$ cat src/rtl/reg_file_sb_pkg.sv
// Shared constants and helpers for the scoreboarded register file.
package reg_file_pkg;

    localparam int unsigned DEF_WIDTH = 32;
    localparam int unsigned DEF_DEPTH = 32;
    localparam int unsigned DEF_NRD   = 2;
    localparam int unsigned REG_ZERO  = 0;

    // Ceiling log2; returns 0 for inputs of 0 or 1.
    function automatic int unsigned clog2(input int unsigned value);
        int unsigned v;
        int unsigned res;
        res = 0;
        v   = (value > 0) ? value - 1 : 0;
        while (v > 0) begin
            res = res + 1;
            v   = v >> 1;
        end
        return res;
    endfunction

endpackage

$ cat src/rtl/reg_file_sb_if.sv
// Decode/writeback-facing bus of the register file; master = pipeline, slave = register file.
interface reg_file_sb_if
    import reg_file_pkg::*;
#(
    parameter int unsigned WIDTH = DEF_WIDTH,
    parameter int unsigned AW    = clog2(DEF_DEPTH),
    parameter int unsigned NRD   = DEF_NRD
);
    logic [NRD*AW-1:0]    Read_reg;
    logic [NRD*WIDTH-1:0] Read_data;
    logic [NRD-1:0]       Read_busy;
    logic                 Reg_write;
    logic [AW-1:0]        Write_reg;
    logic [WIDTH-1:0]     Write_data;
    logic                 Issue_valid;
    logic [AW-1:0]        Issue_reg;
    logic [AW:0]          Busy_count;

    modport master (
        output Read_reg, Reg_write, Write_reg, Write_data, Issue_valid, Issue_reg,
        input  Read_data, Read_busy, Busy_count
    );

    modport slave (
        input  Read_reg, Reg_write, Write_reg, Write_data, Issue_valid, Issue_reg,
        output Read_data, Read_busy, Busy_count
    );
endinterface

$ cat src/rtl/reg_file_sb_scoreboard.sv
// Pending-write scoreboard: busy vector, set-over-clear priority, busy count and per-port busy lookup.
module reg_file_scoreboard
    import reg_file_pkg::*;
#(
    parameter int unsigned DEPTH    = DEF_DEPTH,
    parameter int unsigned AW       = clog2(DEPTH),
    parameter int unsigned NRD      = DEF_NRD,
    parameter bit          ZERO_REG = 1'b1
) (
    input  logic              Clk,
    input  logic              Rst,
    input  logic              i_clr_en,
    input  logic [AW-1:0]     i_clr_reg,
    input  logic              i_set_en,
    input  logic [AW-1:0]     i_set_reg,
    input  logic [NRD*AW-1:0] i_rd_reg,
    output logic [NRD-1:0]    o_rd_busy,
    output logic [AW:0]       o_busy_count
);
    localparam int unsigned CW = AW + 1;

    logic [DEPTH-1:0] r_busy;
    logic [DEPTH-1:0] w_busy_clr;
    logic [DEPTH-1:0] w_busy_next;
    logic [CW-1:0]    r_count;
    logic [NRD-1:0]   r_rd_busy;
    logic [NRD-1:0]   w_rd_busy;
    logic             w_set_en;
    logic             w_inc;
    logic             w_dec;

    assign w_set_en = i_set_en && !(ZERO_REG && (i_set_reg == AW'(REG_ZERO)));

    // Clear is applied first so that a same-cycle set on the same register wins.
    always_comb begin
        w_busy_clr = r_busy;
        if (i_clr_en) begin
            w_busy_clr[i_clr_reg] = 1'b0;
        end
        w_busy_next = w_busy_clr;
        if (w_set_en) begin
            w_busy_next[i_set_reg] = 1'b1;
        end
    end

    assign w_dec = i_clr_en && r_busy[i_clr_reg];
    assign w_inc = w_set_en && !w_busy_clr[i_set_reg];

    // Readers see the post-clear, pre-set view, matching the bypassed data.
    always_comb begin
        w_rd_busy = '0;
        for (int unsigned i = 0; i < NRD; i++) begin
            w_rd_busy[i] = w_busy_clr[i_rd_reg[i*AW +: AW]];
        end
    end

    always_ff @(posedge Clk) begin
        if (Rst) begin
            r_busy    <= '0;
            r_count   <= '0;
            r_rd_busy <= '0;
        end else begin
            r_busy    <= w_busy_next;
            r_count   <= r_count + CW'(w_inc) - CW'(w_dec);
            r_rd_busy <= w_rd_busy;
        end
    end

    assign o_rd_busy    = r_rd_busy;
    assign o_busy_count = r_count;

endmodule

$ cat src/rtl/reg_file_sb.sv
// Parametrised register file with write-to-read bypass, registered reads and a RAW-hazard scoreboard.
module reg_file_sb
    import reg_file_pkg::*;
#(
    parameter int unsigned WIDTH    = DEF_WIDTH,
    parameter int unsigned DEPTH    = DEF_DEPTH,
    parameter int unsigned NRD      = DEF_NRD,
    parameter bit          ZERO_REG = 1'b1
) (
    input  logic          Clk,
    input  logic          Rst,
    reg_file_sb_if.slave  bus
);
    localparam int unsigned AW = clog2(DEPTH);

    logic [WIDTH-1:0] r_mem [DEPTH];
    logic             w_wr_en;

    // Writes to the hardwired zero register are dropped here, so they never bypass either.
    assign w_wr_en = bus.Reg_write && !(ZERO_REG && (bus.Write_reg == AW'(REG_ZERO)));

    always_ff @(posedge Clk) begin
        if (Rst) begin
            for (int unsigned r = 0; r < DEPTH; r++) begin
                r_mem[AW'(r)] <= '0;
            end
        end else if (w_wr_en) begin
            r_mem[bus.Write_reg] <= bus.Write_data;
        end
    end

    for (genvar g = 0; g < NRD; g++) begin : g_rd
        logic [AW-1:0]    w_idx;
        logic [WIDTH-1:0] w_sel;
        logic [WIDTH-1:0] r_data;

        assign w_idx = bus.Read_reg[g*AW +: AW];

        always_comb begin
            w_sel = r_mem[w_idx];
            if (ZERO_REG && (w_idx == AW'(REG_ZERO))) begin
                w_sel = '0;
            end else if (w_wr_en && (bus.Write_reg == w_idx)) begin
                w_sel = bus.Write_data;
            end
        end

        always_ff @(posedge Clk) begin
            if (Rst) begin
                r_data <= '0;
            end else begin
                r_data <= w_sel;
            end
        end

        assign bus.Read_data[g*WIDTH +: WIDTH] = r_data;
    end

    reg_file_scoreboard #(
        .DEPTH    (DEPTH),
        .AW       (AW),
        .NRD      (NRD),
        .ZERO_REG (ZERO_REG)
    ) u_scoreboard (
        .Clk          (Clk),
        .Rst          (Rst),
        .i_clr_en     (bus.Reg_write),
        .i_clr_reg    (bus.Write_reg),
        .i_set_en     (bus.Issue_valid),
        .i_set_reg    (bus.Issue_reg),
        .i_rd_reg     (bus.Read_reg),
        .o_rd_busy    (bus.Read_busy),
        .o_busy_count (bus.Busy_count)
    );

endmodule

$ cat src/flat_wrapper.sv
// flat-port wrapper written by rule: the top's interface ports become plain ports
module reg_file_sb_flat import reg_file_pkg::*;
#(
    parameter int unsigned WIDTH    = DEF_WIDTH,
    parameter int unsigned DEPTH    = DEF_DEPTH,
    parameter int unsigned NRD      = DEF_NRD,
    parameter bit          ZERO_REG = 1'b1
)
  (Clk, Rst, bus_Read_reg, bus_Reg_write, bus_Write_reg, bus_Write_data, bus_Issue_valid, bus_Issue_reg, bus_Read_data, bus_Read_busy, bus_Busy_count);
  reg_file_sb_if #(.WIDTH(WIDTH), .AW((clog2(32))), .NRD(NRD)) bus_i ();
  input  logic Clk;
  input  logic Rst;
  input wire logic [$bits(bus_i.Read_reg)-1:0] bus_Read_reg;
  input wire logic [$bits(bus_i.Reg_write)-1:0] bus_Reg_write;
  input wire logic [$bits(bus_i.Write_reg)-1:0] bus_Write_reg;
  input wire logic [$bits(bus_i.Write_data)-1:0] bus_Write_data;
  input wire logic [$bits(bus_i.Issue_valid)-1:0] bus_Issue_valid;
  input wire logic [$bits(bus_i.Issue_reg)-1:0] bus_Issue_reg;
  output wire logic [$bits(bus_i.Read_data)-1:0] bus_Read_data;
  output wire logic [$bits(bus_i.Read_busy)-1:0] bus_Read_busy;
  output wire logic [$bits(bus_i.Busy_count)-1:0] bus_Busy_count;
  assign bus_i.Read_reg = bus_Read_reg;
  assign bus_i.Reg_write = bus_Reg_write;
  assign bus_i.Write_reg = bus_Write_reg;
  assign bus_i.Write_data = bus_Write_data;
  assign bus_i.Issue_valid = bus_Issue_valid;
  assign bus_i.Issue_reg = bus_Issue_reg;
  assign bus_Read_data = bus_i.Read_data;
  assign bus_Read_busy = bus_i.Read_busy;
  assign bus_Busy_count = bus_i.Busy_count;
  reg_file_sb #(.WIDTH(WIDTH), .DEPTH(DEPTH), .NRD(NRD), .ZERO_REG(ZERO_REG)) u_core (.Clk(Clk), .Rst(Rst), .bus(bus_i));
endmodule
$ cat config.mk
export PLATFORM = sky130hd
export DESIGN_NAME = reg_file_sb_flat
export DESIGN_NICKNAME = d
export VERILOG_FILES = /design/src/rtl/reg_file_sb_pkg.sv /design/src/rtl/reg_file_sb_if.sv /design/src/rtl/reg_file_sb_scoreboard.sv /design/src/rtl/reg_file_sb.sv /design/src/flat_wrapper.sv
export SDC_FILE = /design/constraint.sdc
export NUM_CORES = 2
export LEC_CHECK = 0
export CORE_AREA = 2 2 254 444
export DETAILED_ROUTE_END_ITERATION = 8
export DIE_AREA = 0 0 256 446
export PLACE_DENSITY_LB_ADDON = 0.25
export SLEW_MARGIN = 15
export SYNTH_ARGS = -nofsm -noshare
export SYNTH_HDL_FRONTEND = slang
export SYNTH_SLANG_ARGS = --single-unit
$ cat constraint.sdc
create_clock -name Clk -period 4.4 [get_ports Clk]
set_input_delay 0.88 -clock Clk [delete_from_list [all_inputs] [get_ports Clk]]
set_output_delay 0.88 -clock Clk [all_outputs]
set_load 0.01 [all_outputs]
==> impl_metrics.json <==
{
  "pwr_density_cell_mw_per_mm2": 373.9,
  "worst_case_hold_slack_ns": 0.5348,
  "synth.ff_latch_count": 1128,
  "p_sw_uw": 6514,
  "seq_power_share": 0.501,
  "post_synth.cell_area_avg_um2": 13.37,
  "setup_viol_count_final": 0,
  "ys_async_sr_fraction": 0,
  "ctsHtreeMaxLevel": 3,
  "track_usage": 0.3624,
  "floorplan.die.height_um": 446,
  "route.antenna.remaining_nets": 0,
  "synth_cells": 4519,
  "count_of_flip_flops_with_a_built_in_enable_after_synthesis": 1024,
  "placed_cells": 5908,
  "timing.critical_path.fanout_max": 7,
  "worst_ep_arrival_time_ns": 4.30,
  "cp_cell_sequence": "clkdlybuf4s50_1 > nor2b_1 > nand2_1 > o211ai_1 > o311ai_0 > a31oi_1 > nand3_1 > ha_1 > inv_1 > ha_1 > buf_4 > a21o_1 > a21oi_1 > o21bai_1 > a21oi_1 > xnor2_1 > nor2_1",
  "coreArea_mm2": 0.1109,
  "max-slew-margin-rel": 0.2009,
  "power.leakage_uw": 0.02454,
  "overflow_after_grt": 0,
  "num_rows": 162,
  "vias_per_cell": 6.959,
  "cts_root_buf": "sky130_fd_sc_hd__clkbuf_16",
  "detailedPlacementHpwl_mm": 125.5,
  "cpMaxStageDelayCell": "sky130_fd_sc_hd__clkdlybuf4s50_1",
  "cp-start-kind": "input port",
  "die_width_um": 256,
  "fin_cells": 6105,
  "grt_first_pass_wirelength_mm": 295.5,
  "final.period_utilization": 0.8354,
  "final_max_slew_viol_count": 0,
  "place.port_buffers": 127,
  "post_cts_hold_buffer_count": 0,
  "grt_antenna_before_repair": 9,
  "maxCapViolCount": 0,
  "worst_ir_drop_vdd_mv": 0.3316,
  "comb_power_share": 0.133,
  "top_achievable_clock_speed_mhz": 272.1,
  "wl_per_cell_um": 34.12,
  "worstSetupPathType": "input port to flop",
  "critical_path.top_delay_family": "compound AO/OA/AOI/OAI gates",
  "area_growth_syn_to_layout_pct": 11.68,
  "synth_top_flop_cell": "sky130_fd_sc_hd__edfxtp_1",
  "status": "complete, no violations",
  "clk_path_buf_depth": 3,
  "vias": 42484,
  "cell_area_after_synthesis_mm2": 0.06042,
  "p_clk_frac": 0.367,
  "transition_at_the_pin_with_the_smallest_max_transition_slack_ns": 1.195,
  "largest_stage_delay_on_the_critical_path_ns": 0.63,
  "tritoncts": "yes",
  "die_area_mm2": 0.1142,
  "finalHoldViolations": 0,
  "worstSkewPairLatency_ns": 0.75,
  "sw_frac_of_total": 0.2582,
  "first_pass_iters": 6,
  "timing.hold.worst.class": "flop to flop",
  "critical_path_buf_inv_count": 3,
  "multi_input_gate_area_in_the_final_layout_mm2": 0.02571,
  "cts.reportedPaths.clkPinSlew_ns": 0.07,
  "p_int_uw": 18720,
  "maximum_number_of_pins_on_one_net_before_global_route_repair": 85,
  "numCtsBuffers": 103,
  "effective_utilization_at_floorplan": 0.5450,
  "cp.required_ns": 5.03,
  "n_fill_cell": 8602,
  "drt_iter0_drc": 5140,
  "layout.area.seq_mm2": 0.03283,
  "synth_sequential_area_ratio": 0.5434,
  "post_cts_resize_count": 0,
  "setup_repair_after_global_routing_missed_its_margin": "no",
  "drive_gt1_frac": 0.1663,
  "synth-warning-count": 0,
  "endpoint_kind": "flop",
  "route.final.wire_length_mm": 208.3,
  "synth_cell_types": 69,
  "period_needed_ns": 3.676,
  "cts_setup_buffers": 0,
  "clock-sinks": 1128,
  "fin_worst_skew_ns": 0.03560,
  "gp_congestion": 0.9306,
  "ioPinCount": 128,
  "nets": 4600,
  "drt_drc_violations_left": 0,
  "vias_in_the_first_global_route": 43395
}
[layout make-up]
class,count,share of cell area
Multi-Input combinational cell,2924,0.3810
Antenna cell,5,0.0001854
Sequential cell,1128,0.4865
Clock inverter,57,0.008177
Tap cell,1476,0.02737
Timing Repair Buffer,359,0.05348
Clock buffer,135,0.04207
Inverter,21,0.001205
[cells by family (layout without fill, tap and decap cells)]
group,count (synthesis),count (layout),share of synthesized area
simple gates,1231,1231,0.1207
flops,1128,1128,0.5434
compound gates,820,820,0.1009
mux,814,814,0.1922
buf+inv,498,572,0.03825
xor+xnor,20,20,0.002899
fa+ha+maj,7,7,0.001574
other cells,1,37,0.00006206
[worst paths after layout]
path | startpoint | slack (ns) | to | depth (start not counted)
worst max-delay path | bus_Reg_write | 0.72 | u_core.u_scoreboard.o_busy_count[5] | 17
worst min-delay path | u_core.u_scoreboard.r_busy[20] | 0.53 | u_core.u_scoreboard.r_busy[20] | 2
worst max register to register | u_core.u_scoreboard.r_busy[19] | 1.14 | u_core.u_scoreboard.o_busy_count[5] | 15
worst min register to register | u_core.u_scoreboard.r_busy[20] | 0.53 | u_core.u_scoreboard.r_busy[20] | 2
[worst register-to-register path, cell delays in order (launching register included)]
cell and delay, ns:
sky130_fd_sc_hd__dfxtp_1 0.38, sky130_fd_sc_hd__mux4_2 0.55, sky130_fd_sc_hd__and3_1 0.20, sky130_fd_sc_hd__a31oi_1 0.14
sky130_fd_sc_hd__nand3_1 0.09, sky130_fd_sc_hd__o31a_1 0.33, sky130_fd_sc_hd__ha_1 0.28, sky130_fd_sc_hd__inv_1 0.04
sky130_fd_sc_hd__ha_1 0.18, sky130_fd_sc_hd__buf_4 0.13, sky130_fd_sc_hd__a21o_1 0.15, sky130_fd_sc_hd__a21oi_1 0.20
sky130_fd_sc_hd__o21bai_1 0.09, sky130_fd_sc_hd__a21oi_1 0.20, sky130_fd_sc_hd__xnor2_1 0.14, sky130_fd_sc_hd__nor2_1 0.05
[cells in the mapped netlist, drive strengths merged, types with 21 or more instances]
cell,count,share of area
edfxtp,1024,0.51
and2,932,0.096
mux2i,527,0.087
clkbuf,332,0.021
mux4,276,0.10
a221oi,248,0.036
a21oi,160,0.013
buf,145,0.016
a22oi,125,0.016
o21bai,125,0.016
dfxtp,104,0.034
nor3,84,0.0070
nor2,74,0.0046
a211o,62,0.0090
nand2,47,0.0029
o21ai,36,0.0030
or2,34,0.0035
inv,21,0.0013
[power by group through the flow]
stage | sequential [µW] | combinational, µW | clock (µW)
2_1_floorplan | 12800 | 2010 | 0
5_1_grt | 12700 | 3490 | 9650
3_5_place_dp | 12800 | 3290 | 0
3_3_place_gp | 12800 | 3270 | 0
6_report | 12600 | 3350 | 9250
4_1_cts | 12600 | 3310 | 9290
[per-stage QoR]
stage / setup slack [ns] / power [µW] / instance area, µm² / setup TNS [ns] / utilization
2_1_floorplan: 0.6299 / 14780 / 60540 / 0 / -
3_3_place_gp: -0.05318 / 16060 / 64080 / -0.07915 / 0.5780
3_5_place_dp: -0.04566 / 16140 / 64080 / -0.04566 / 0.5780
4_1_cts: 0.7410 / 25210 / 67470 / 0 / 0.6085
5_1_grt: 0.4474 / 25830 / 67470 / 0 / 0.6085
6_report: 0.7245 / 25230 / 67480 / 0 / 0.6086
[cells in the final DEF (no fill, tap or decap), drive strengths merged, types with 7 or more instances in the layout]
cell type         n
mux2             11
and2            932
conb             32
nor2b             7
clkdlybuf4s50   117
o211ai            9
nor2             74
a22oi           125
o21ai            36
clkinv           38
xor2             12
clkinvlp         10
buf             242
or2              34
nand2b           11
a221oi          248
inv              22
o21bai          125
dfxtp           104
clkbuf          135
nor3             84
nand3            20
mux4            276
nand2            47
a211o            62
a21oi           160
edfxtp         1024
mux2i           527
bufinv            8
xnor2             8
[layer usage]
| layer | share of wire | global-route usage | vias up |
|---|---|---|---|
| li1 | - | - | 17414 |
| met1 | 0.32 | 0.3970 | 21265 |
| met2 | 0.50 | 0.6262 | 2837 |
| met3 | 0.089 | 0.06254 | 966 |
| met4 | 0.088 | 0.2810 | 2 |
| met5 | 0.000062 | 0 | - |
[flip-flops by register name, summed over array words and instances (netlist names)]
| signal | flops |
|---|---|
| u_core.u_scoreboard.o_rd_busy | 2 |
| u_core.u_scoreboard.r_busy | 32 |
| u_core.u_scoreboard.o_busy_count | 6 |
| u_core.r_mem | 1024 |
| u_core.g_rd.r_data | 64 |
Power figures use the tool's default switching activity.
